<file path="src/rtl/md_issue_ctrl.sv">
// E-stage to multiply/divide issue buffer: captures MD ops, pulses start, stalls on pending results.
// Optional MD_PERF_CNT_EN adds perf_md_issued / perf_stall_cyc event counters.
module md_issue_ctrl #(
    parameter int unsigned DATA_W = 32,
    parameter int unsigned OPT_W  = 3
) (
    input  logic              clk,
    input  logic              reset,
    input  logic              e_md_valid,
    input  logic [OPT_W-1:0]  e_md_opt,
    input  logic [DATA_W-1:0] e_rs,
    input  logic [DATA_W-1:0] e_rt,
    input  logic              e_mf_valid,
    input  logic              e_mf_sel,
    input  logic              md_busy,
    input  logic [DATA_W-1:0] md_hi,
    input  logic [DATA_W-1:0] md_lo,
    output logic              md_start,
    output logic [OPT_W-1:0]  md_opt,
    output logic [DATA_W-1:0] md_v1,
    output logic [DATA_W-1:0] md_v2,
`ifdef MD_PERF_CNT_EN
    output logic [31:0]       perf_md_issued,
    output logic [31:0]       perf_stall_cyc,
`endif
    output logic              stall,
    output logic [DATA_W-1:0] mf_data
);

    // Highest legal opcode (mtlo); 110/111 are treated as NOPs.
    localparam logic [OPT_W-1:0] OPT_MAX = OPT_W'(5);

    typedef enum logic [1:0] {
        IDLE,
        ISSUE,
        WAIT
    } state_t;

    state_t state;
    logic   free;
    logic   legal;
    logic   accept;

    always_comb begin
        free    = (state == IDLE) || ((state == WAIT) && !md_busy);
        legal   = (e_md_opt <= OPT_MAX);
        accept  = free && e_md_valid && legal;
        stall   = ((e_md_valid && legal) || e_mf_valid) && !free;
        mf_data = e_mf_sel ? md_lo : md_hi;
    end

    // State, start pulse and operand buffer; buffer only moves on capture.
    always_ff @(posedge clk) begin
        if (reset) begin
            state    <= IDLE;
            md_start <= 1'b0;
            md_opt   <= '0;
            md_v1    <= '0;
            md_v2    <= '0;
        end else begin
            md_start <= accept;
            if (accept) begin
                md_opt <= e_md_opt;
                md_v1  <= e_rs;
                md_v2  <= e_rt;
            end
            case (state)
                IDLE:    state <= accept ? ISSUE : IDLE;
                ISSUE:   state <= WAIT;
                WAIT:    state <= md_busy ? WAIT : (accept ? ISSUE : IDLE);
                default: state <= IDLE;
            endcase
        end
    end

`ifdef MD_PERF_CNT_EN
    // Free-running event counters, wrapping naturally at 2^32.
    always_ff @(posedge clk) begin
        if (reset) begin
            perf_md_issued <= '0;
            perf_stall_cyc <= '0;
        end else begin
            perf_md_issued <= perf_md_issued + 32'(md_start);
            perf_stall_cyc <= perf_stall_cyc + 32'(stall);
        end
    end
`endif

endmodule
</file>
<file path="config.mk">
export PLATFORM = sky130hd
export DESIGN_NAME = md_issue_ctrl
export DESIGN_NICKNAME = d
export VERILOG_FILES = /design/src/rtl/md_issue_ctrl.sv
export SDC_FILE = /design/constraint.sdc
export NUM_CORES = 1
export LEC_CHECK = 0
export CORE_ASPECT_RATIO = 0.75
export CORE_UTILIZATION = 35
export DETAILED_ROUTE_END_ITERATION = 8
export GPL_TIMING_DRIVEN = 0
export PLACE_DENSITY = 0.78
export SLEW_MARGIN = 20
export SYNTH_ARGS = -nofsm -noshare
export SYNTH_HDL_FRONTEND = slang
export SYNTH_SLANG_ARGS = --single-unit
</file>
<file path="constraint.sdc">
create_clock -name clk -period 1.8 [get_ports clk]
set_clock_uncertainty 0.2 [all_clocks]
set_input_delay 0.18 -clock clk [delete_from_list [all_inputs] [get_ports clk]]
set_output_delay 0.18 -clock clk [all_outputs]
set_load 0.005 [all_outputs]
</file>
==> impl_results.md, run 1 <==
- H-tree depth: 3
- Hold crit path type: primary input to flop
- Hold WS: 143 ps
- Power per standard cell area: 733 nW/um^2
- Root Driver: clkbuf_16
- Clock buffer depth: 2
- CP Cell Sequence: clkbuf_2 -> buf_4 -> mux2_2 -> clkdlybuf4s50_1
- Post-Place Cell Area: 5880 um^2
- Placed cells: 716
- Vias per cell: 4.87
- Clock sink count: 70
- WP buf/inv: 3
- Slew headroom: 69.3%
- Number of global-route vias before repair: 3571
- Delay of the slowest critical-path stage: 480 ps
- Clock share of power: 39.4%
- Routability Congestion: 0.800
- Die Footprint: 10000 um^2
- Post-Syn Nets: 490
- Leakage: 0.00219 uW
- Largest net degree at the start of global routing: 15
- Register clock-pin slew on the reported worst setup and hold paths: 50 ps
- ANT cells: 0
- Internal cell power: 3490 uW
- Synth warn: 0
- Syn Std Cell Area: 3370 um^2
- DRC Markers: 0
- Crit path max fanout: 10
- Layout area overhead: 85.2%
- Seq pwr share: 37.3%
- FF+latch count, synth: 70
- Worst EP required: 1420 ps
- Vias: 3572
- CTS tree: done
- Register area: 1400 um^2
- I/O Buffers: 235
- Cts hold-fix bufs: 0
- Worst-Margin Slew: 461 ps
- Hpwl dp: 9450 um
- # fillers: 782
- Seq/Total Area, Yosys: 41.6%
- Final cell count without fillers: 734
- Final wirelength: 12400 um
- Multi-input gate area: 1780 um^2
- GRT Total Usage: 24.7%
- Final non-filler cell area: 6240 um^2
- Initial Utilization: 36.6%
- CP Capture Type: output pin
- Max-slew violations: 0
- Cts bufs inserted: 9
- Period utilization: 97.9%
- Number of core rows: 30
- Routed WL per cell: 16.9 um
- Status: finished clean
- Chip Height: 87.0 um
- Slowest stage cell, crit path: clkdlybuf4s50_1
- IR Drop Worst-Case VDD: 0.386 mV
- Final core occ: 67.9%
- Initial antenna violation count: 0
- First-pass GRT wire length: 19000 um
- Skew-Pair Late Insertion Delay: 320 ps
- Logic gate share of total power: 23.3%
- Hold violation count in the final report: 0
- Switching part of the total: 23.6%
- Switching power: 1080 uW
- Final setup fails: 0
- Crit path max-delay family: buffers and inverters
- Fraction of layout cells with a size suffix above 1: 12.2%
- Core Area: 9200 um^2
- Final min period: 1760 ps
- Post-synth cell types: 18
- Antenna-violating nets left: 0
- Die width: 115 um
- Final nets: 738
- GRT overflow: 0
- Syn avg cell area: 9.55 um^2
- Worst EP arrival: 1380 ps
- Gate Count Post-Synth: 353
- RSZ-0062 raised after global routing: yes
- FMAX: 567 MHz
- First-pass DRT Iterations: 4
- Setup crit start kind: primary input
- Max_cap viols: 0
- Initial DRC Count: 254
- Setup Crit Path Kind: primary input to output pin
- I/O Pins: 238
==> area by class of cell <==
type / count / share of cell area (%)
sequential: 70 / 22.5
clock buffer: 11 / 4.05
buffer: 39 / 3.41
tap: 128 / 2.57
timing repair buffer: 238 / 38.0
multi-input combinational: 243 / 28.6
clock inverter: 5 / 0.922
==> cells by family (layout without fill, tap and decap cells) <==
group | Yosys count | in the layout | synth area share [%]
and+or+nand+nor | 141 | 141 | 30.9
muxes | 33 | 33 | 11.0
buffers and inverters | 40 | 293 | 5.68
DFF | 70 | 70 | 41.6
AOI/OAI and AO/OA | 69 | 69 | 10.8
==> registers in the layout, summed over array words and instances (netlist names) <==
| signal | cells |
|---|---|
| md_start | 1 |
| state | 2 |
| md_v1 | 32 |
| md_opt | 3 |
| md_v2 | 32 |
==> synthesized netlist by cell type, drive strengths merged <==
library cell | instances | area share [%]
nand4b | 67 | 17
buf | 13 | 2.5
dfxtp | 70 | 42
a21boi | 1 | 0.33
a21oi | 1 | 0.48
nand2 | 1 | 0.11
nor2b | 2 | 0.37
o21ai | 67 | 10
and2 | 1 | 0.26
nand2b | 67 | 12
clkbuf | 27 | 3.2
mux2 | 33 | 11
nor2 | 3 | 0.33
==> metal layers <==
layer | track usage, % | vias up | share of wire [%] | wire [um]
li1 | - | 1767 | - | -
met4 | 6.38 | 0 | 1.3 | 162
met3 | 5.50 | 14 | 5.4 | 676
met2 | 39.3 | 125 | 46 | 5700
met1 | 33.7 | 1666 | 47 | 5870
met5 | 0 | - | 0 | 0
==> path summary, 6_finish.rpt <==
check / from / endpoint / slack [ps] / cells past startpoint
worst max-delay path: e_mf_sel / mf_data[21] / 40 / 4
worst min-delay path: e_md_opt[2] / md_opt[2]$_SDFFE_PP0P_ / 140 / 3
worst max register to register: state[1]$_SDFF_PP0_ / md_v2[8]$_SDFFE_PP0P_ / 130 / 5
worst min register to register: md_v2[28]$_SDFFE_PP0P_ / md_v2[28]$_SDFFE_PP0P_ / 270 / 2
==> metrics by stage <==
step	worst slack, ps	total power (uW)	TNS (ps)
final	37.4	4570	0
after global routing	-1.06	4750	-1.64
after CTS	2.86	4600	0
after detailed placement	-450	2780	-7060
after global placement	-437	2770	-6250
after floorplan	505	2080	0
==> placed cells by master (no fill, tap or decap), drive strengths merged, types with 2 or more instances in the layout <==
| master | count |
|---|---|
| buf | 16 |
| clkbuf | 37 |
| clkdlybuf4s50 | 232 |
| clkinvlp | 3 |
| dfxtp | 70 |
| dlygate4sd2 | 3 |
| mux2 | 33 |
| nand2b | 67 |
| nand4b | 67 |
| nor2 | 3 |
| nor2b | 2 |
| o21ai | 67 |
==> power by group through the flow <==
stage / Sequential (uW) / Combinational (uW) / Clock, uW
floorplan: 1740 / 337 / 0
global placement: 1740 / 1030 / 0
detailed placement: 1740 / 1050 / 0
CTS: 1710 / 1060 / 1830
global route: 1720 / 1140 / 1900
finish: 1710 / 1060 / 1800
==> timing repair <==
action                                  in CTS  in global routing
buffers inserted                             3                  0
pin swaps                                    2                  0
gates resized for setup                     11                  5
endpoints found under the setup margin      31                  9
endpoints found under the hold margin        0                  0
==> worst min-delay path, delay by kind of cell <==
family	cells	cell delay (ps)
AOI/OAI and AO/OA	1	70
and+or+nand+nor	1	110
buffers and inverters	1	270
(Power assumes the default switching activity.)
==> inputs of run 2 (changes only) <==
--- a/config.mk
+++ b/config.mk
@@ -9,8 +9,9 @@
 export CORE_UTILIZATION = 35
 export DETAILED_ROUTE_END_ITERATION = 8
 export GPL_TIMING_DRIVEN = 0
+export HOLD_SLACK_MARGIN = 0.15
 export PLACE_DENSITY = 0.78
-export SLEW_MARGIN = 20
+export SLEW_MARGIN = 5
 export SYNTH_ARGS = -nofsm -noshare
 export SYNTH_HDL_FRONTEND = slang
 export SYNTH_SLANG_ARGS = --single-unit
==> run 2 against run 1 <==
Combinational power is essentially flat. Design area up 0.32%. Total power about the same. Via count up 0.42%. Sequential share of layout area is 0.072 points lower. Routed wire length up 0.18%.
==> impl_results.md, run 2 (synthesis gave the netlist of run 1 again) <==
- Status: finished clean (unchanged)
- Routed WL per cell: 16.9 um (about the same)
- Multi-input gate area: 1780 um^2 (unchanged)
- Initial antenna violation count: 0 (unchanged)
- Register area: 1400 um^2 (unchanged)
- DRC Markers: 0 (unchanged)
- Setup TNS: 0 ps (unchanged)
- Final non-filler cell area: 6260 um^2 (was 6240 um^2)
- I/O Pins: 238 (unchanged)
- Biggest regs: md_v1 x32, md_v2 x32, md_opt x3 (unchanged)
- Slew headroom: 69.1% (was 69.3%)
- Clock buffer depth: 2 (unchanged)
- Initial DRC Count: 205 (was 254)
- IR Drop Worst-Case VDD: 0.402 mV (was 0.386 mV)
- Power per standard cell area: 731 nW/um^2 (was 733 nW/um^2)
- First-pass DRT Iterations: 7 (was 4)
- Vias: 3587 (was 3572)
- Worst-Margin Slew: 464 ps (was 461 ps)
- Chip Height: 87.0 um (unchanged)
- Placed cells: 716 (unchanged)
- Root Driver: clkbuf_16 (unchanged)
- # fillers: 779 (was 782)
- Die Footprint: 10000 um^2 (unchanged)
- Core Area: 9200 um^2 (unchanged)
- Register clock-pin slew on the reported worst setup and hold paths: 60 ps (was 50 ps)
- Max-slew violations: 0 (unchanged)
- Layout area overhead: 85.8% (was 85.2%)
- Post-Place Cell Area: 5880 um^2 (unchanged)
- Final min period: 1760 ps (about the same)
- Die width: 115 um (unchanged)
- ANT cells: 0 (unchanged)
- Slowest stage cell, crit path: clkdlybuf4s50_1 (unchanged)
- Final setup fails: 0 (unchanged)
- Crit path max-delay family: buffers and inverters (unchanged)
- Delay of the slowest critical-path stage: 480 ps (about the same)
- CTS tree: done (unchanged)
- Cts bufs inserted: 9 (unchanged)
- Commonest non-fill, non-tap cell in the layout: clkdlybuf4s50_1 (unchanged)
- Crit path max fanout: 10 (unchanged)
- Commonest cells after routing, fill and taps aside: clkdlybuf4s50_1 (232), dfxtp_1 (70), nand2b_1 (67), nand4b_1 (67), o21ai_0 (56) (unchanged)
- Post-Route M1 WL: 5920 um (was 5870 um)
- Initial Utilization: 36.6% (unchanged)
- Max_cap viols: 0 (unchanged)
- Period utilization: 98.0% (was 97.9%)
- GRT overflow: 0 (unchanged)
- Largest net degree at the start of global routing: 15 (unchanged)
- Met3 wire length: 641 um (was 676 um)
- Skew-Pair Late Insertion Delay: 320 ps (about the same)
- Number of global-route vias before repair: 3584 (was 3571)
- Hold crit path type: primary input to flop (unchanged)
- Setup crit start kind: primary input (unchanged)
- Final nets: 740 (was 738)
- FMAX: 567 MHz (about the same)
- Top Layer Used: met4 (unchanged)
- Routability Congestion: 0.800 (unchanged)
- Fraction of layout cells with a size suffix above 1: 12.2% (about the same)
- GRT Total Usage: 24.7% (about the same)
- Met2 wire len: 5710 um (was 5700 um)
- CP Capture Type: output pin (unchanged)
- Worst EP required: 1420 ps (about the same)
- Leakage: 0.00219 uW (about the same)
- Number of core rows: 30 (unchanged)
- WP buf/inv: 3 (unchanged)
- I/O Buffers: 235 (unchanged)
- Hold WS: 179 ps (was 143 ps)
- CP Cell Sequence: clkbuf_2 -> buf_4 -> mux2_2 -> clkdlybuf4s50_1 (unchanged)
- Setup Crit Path Kind: primary input to output pin (unchanged)
- Final cell count without fillers: 736 (was 734)
- First-pass GRT wire length: 19100 um (was 19000 um)
- Hpwl dp: 9450 um (unchanged)
- Antenna-violating nets left: 0 (unchanged)
- Worst EP arrival: 1380 ps (about the same)
- Hold violation count in the final report: 0 (unchanged)
- Final wirelength: 12400 um (about the same)
- RSZ-0062 raised after global routing: yes (unchanged)
- H-tree depth: 3 (unchanged)
- Final core occ: 68.1% (was 67.9%)
- Vias per cell: 4.87 (about the same)
- Clock sink count: 70 (unchanged)
==> run 2: cell types whose count changed in the layout (fill, tap and decap cells not counted) <==
cell	change
dlygate4sd3_1	+2
==> run 2: layout make-up <==
cell class                      count  share of cell area, %
Timing Repair Buffer              240                   38.2
Buffer                             39                   3.40
Clock inverter                      5                  0.919
Multi-Input combinational cell    243                   28.5
Tap cell                          128                   2.56
Clock buffer                       11                   4.04
Sequential cell                    70                   22.4
==> run 2: what timing repair did <==
action	CTS	global route
endpoints found under the hold margin	2	0
pin swaps	2	0
setup buffers	3	0
hold buffers	2	0
cloned	0	0
endpoints found under the setup margin	31	9
resized for setup	11	5
==> run 2: worst paths after layout <==
check / start / to / slack (ps) / depth (start not counted)
max: e_mf_sel / mf_data[21] / 40 / 4
min: reset / md_v1[8]$_SDFFE_PP0P_ / 180 / 3
max reg2reg: state[1]$_SDFF_PP0_ / md_v2[8]$_SDFFE_PP0P_ / 150 / 5
min reg2reg: md_v2[28]$_SDFFE_PP0P_ / md_v2[28]$_SDFFE_PP0P_ / 270 / 2
==> run 2: worst min-delay path, stage by stage <==
cell and delay, ps:
clkbuf_1 180, nand2b_1 190, o21ai_0 120
==> run 2: report_power, final <==
group	switching (uW)	internal (uW)	leakage (uW)
clock	657	1150	0.000144
combinational	369	698	0.00148
sequential	55.9	1650	0.000574
total	1080	3490	0.00219
==> run 2: per-layer routing <==
layer  up-vias  track usage [%]
li1       1771                -
met1      1676             33.7
met2       126             39.5
met3        14             5.50
met4         0             6.38
met5         -                0
==> run 2: metrics by stage <==
step | setup slack, ps | total power [uW]
after global routing | -1.06 | 4760
after floorplan | 505 | 2080
after CTS | 2.86 | 4610
after detailed placement | -450 | 2780
after global placement | -437 | 2770
final | 35.7 | 4580
==> inputs of run 3 (changes only) <==
--- a/config.mk
+++ b/config.mk
@@ -7,6 +7,7 @@
 export LEC_CHECK = 0
 export CORE_ASPECT_RATIO = 0.75
 export CORE_UTILIZATION = 35
+export CTS_BUF_LIST = sky130_fd_sc_hd__clkbuf_16
 export DETAILED_ROUTE_END_ITERATION = 8
 export GPL_TIMING_DRIVEN = 0
 export HOLD_SLACK_MARGIN = 0.15
==> run 3 against run 2 <==
Register-to-register slack worse by 20 ps. Worst setup slack better by 1.7 ps. Sequential cell count unchanged. Clock-buffer cell count down 2. Combinational power about the same. Clock power down 5%. Routed wire length about the same. Cell count unchanged. Via count down 0.22%. Global-route usage about the same. Die area unchanged.
==> impl_results.md, run 3 (synthesis gave the netlist of run 1 again) <==
- Status: finished clean (unchanged)
- R2R setup slack: 130 ps (was 150 ps)
- CP Capture Type: output pin (unchanged)
- Initial DRC Count: 232 (was 205)
- GRT overflow: 0 (unchanged)
- Vias per cell: 4.86 (was 4.87)
- Hold worst-path end: md_v1[8]$_SDFFE_PP0P_ (unchanged)
- Switching power: 1080 uW (about the same)
- Final nets: 740 (unchanged)
- Skew-Pair Late Insertion Delay: 320 ps (about the same)
- Hold crit path type: primary input to flop (unchanged)
- Dpl ws: -450 ps (unchanged)
- Commonest cells after routing, fill and taps aside: clkdlybuf4s50_1 (232), dfxtp_1 (70), nand2b_1 (67), nand4b_1 (67), o21ai_0 (56) (unchanged)
- Worst EP arrival: 1380 ps (about the same)
- ANT cells: 0 (unchanged)
- Largest net degree at the start of global routing: 15 (unchanged)
- IR Drop Worst-Case VDD: 0.401 mV (was 0.402 mV)
- Setup crit start kind: primary input (unchanged)
- Hold violation count in the final report: 0 (unchanged)
- Final cell count without fillers: 736 (unchanged)
- Initial antenna violation count: 0 (unchanged)
- DRC Markers: 0 (unchanged)
- Logic gate share of total power: 23.8% (was 23.3%)
- Reg2Reg Depth: 5 (unchanged)
- Register clock-pin slew on the reported worst setup and hold paths: 50 ps (was 60 ps)
- Routability Congestion: 0.800 (unchanged)
- Final non-filler cell area: 6240 um^2 (was 6260 um^2)
- Switching part of the total: 24.0% (was 23.6%)
- Die width: 115 um (unchanged)
- Period utilization: 97.9% (was 98.0%)
- First-pass GRT wire length: 19100 um (about the same)
- Clock share of power: 38.1% (was 39.4%)
- Routed WL per cell: 16.9 um (about the same)
- Layout area overhead: 85.2% (was 85.8%)
- RSZ-0062 raised after global routing: yes (unchanged)
- FMAX: 567 MHz (about the same)
- Number of global-route vias before repair: 3586 (was 3584)
- Setup Crit Path Kind: primary input to output pin (unchanged)
- Fraction of layout cells with a size suffix above 1: 11.8% (was 12.2%)
- Final total power: 4490 uW (was 4580 uW)
- Internal cell power: 3410 uW (was 3490 uW)
- FF-to-FF End: md_v2[8]$_SDFFE_PP0P_ (unchanged)
- Cts bufs inserted: 9 (unchanged)
- Final setup fails: 0 (unchanged)
- Reg-to-reg startpoint: state[1]$_SDFF_PP0_ (unchanged)
- Max_cap viols: 0 (unchanged)
- Slew headroom: 69.0% (was 69.1%)
- Hold WS: 177 ps (was 179 ps)
- Core Area: 9200 um^2 (unchanged)
- Final wirelength: 12400 um (about the same)
- Initial Utilization: 36.6% (unchanged)
- Biggest regs: md_v1 x32, md_v2 x32, md_opt x3 (unchanged)
- CTS tree: done (unchanged)
- I/O Pins: 238 (unchanged)
- Leakage: 0.00218 uW (was 0.00219 uW)
- Die Footprint: 10000 um^2 (unchanged)
- Number of core rows: 30 (unchanged)
- Root Driver: clkbuf_16 (unchanged)
- First-pass DRT Iterations: 6 (was 7)
- Seq pwr share: 38.1% (was 37.3%)
- H-tree depth: 3 (unchanged)
- Crit path max fanout: 10 (unchanged)
- Setup ws final: 37.4 ps (was 35.7 ps)
- Vias: 3579 (was 3587)
- GRT Total Usage: 24.8% (was 24.7%)
- Commonest non-fill, non-tap cell in the layout: clkdlybuf4s50_1 (unchanged)
- Clock buffer depth: 2 (unchanged)
- Power per standard cell area: 719 nW/um^2 (was 731 nW/um^2)
- Placed cells: 716 (unchanged)
- Worst-Margin Slew: 465 ps (was 464 ps)
- WHS Path Cells: 3 (unchanged)
- Max-slew violations: 0 (unchanged)
- Worst EP required: 1420 ps (about the same)
- I/O Buffers: 235 (unchanged)
- Antenna-violating nets left: 0 (unchanged)
- Clock sink count: 70 (unchanged)
- Post-Place Cell Area: 5880 um^2 (unchanged)
- Hpwl dp: 9450 um (unchanged)
- Final min period: 1760 ps (about the same)
- Chip Height: 87.0 um (unchanged)
- HP Start: reset (unchanged)
## run 3: how the worst max path moves through the flow
stage	startpoint	end	slack [ps]	cells after the start
2_1_floorplan	e_mf_sel	mf_data[10]	500	3
3_3_place_gp	e_md_opt[1]	stall	-440	6
3_5_place_dp	e_md_opt[1]	stall	-450	6
4_1_cts	e_mf_sel	mf_data[14]	3	4
5_1_grt	e_mf_sel	mf_data[21]	-1	4
6_report	e_mf_sel	mf_data[21]	40	4
## run 3: timing repair
action,in CTS,in global routing
resized for setup,11,5
setup endpoints to repair,31,9
buffers inserted,3,0
pin swaps,2,0
hold buffers,2,0
endpoints found under the hold margin,2,0
## run 3: layout make-up
class / instances / area [um^2]
fill: 783 / 2960
timing repair buffer: 240 / 2390
multi-input combinational: 243 / 1780
sequential: 70 / 1400
clock buffer: 9 / 225
buffer: 39 / 213
tap: 128 / 160
clock inverter: 7 / 65.1
## run 3: worst max-delay path: stages
cell	delay, ps
clkbuf_2	170
buf_4	210
mux2_2	340
clkdlybuf4s50_1	480
## run 3: stage by stage
| step | setup TNS, ps | utilization [%] |
|---|---|---|
| CTS | 0 | 67.8 |
| global route | -1.64 | 67.9 |
| floorplan | 0 | - |
| finish | 0 | 67.9 |
| global placement | -6250 | 64.0 |
| detailed placement | -7060 | 64.0 |
## run 3: layer usage
metal,vias to the layer above,share of wire [%],GRT usage (%)
met3,14,5.6,5.50
met2,117,45,39.5
met5,-,0,0
li1,1769,-,-
met4,0,1.3,6.38
met1,1679,48,33.8
## run 3: power by group through the flow
stage | clock network (uW) | logic (uW) | registers (uW)
after floorplan | 0 | 337 | 1740
after global placement | 0 | 1030 | 1740
after detailed placement | 0 | 1050 | 1740
after CTS | 1740 | 1070 | 1710
after global routing | 1810 | 1140 | 1720
final | 1710 | 1070 | 1710
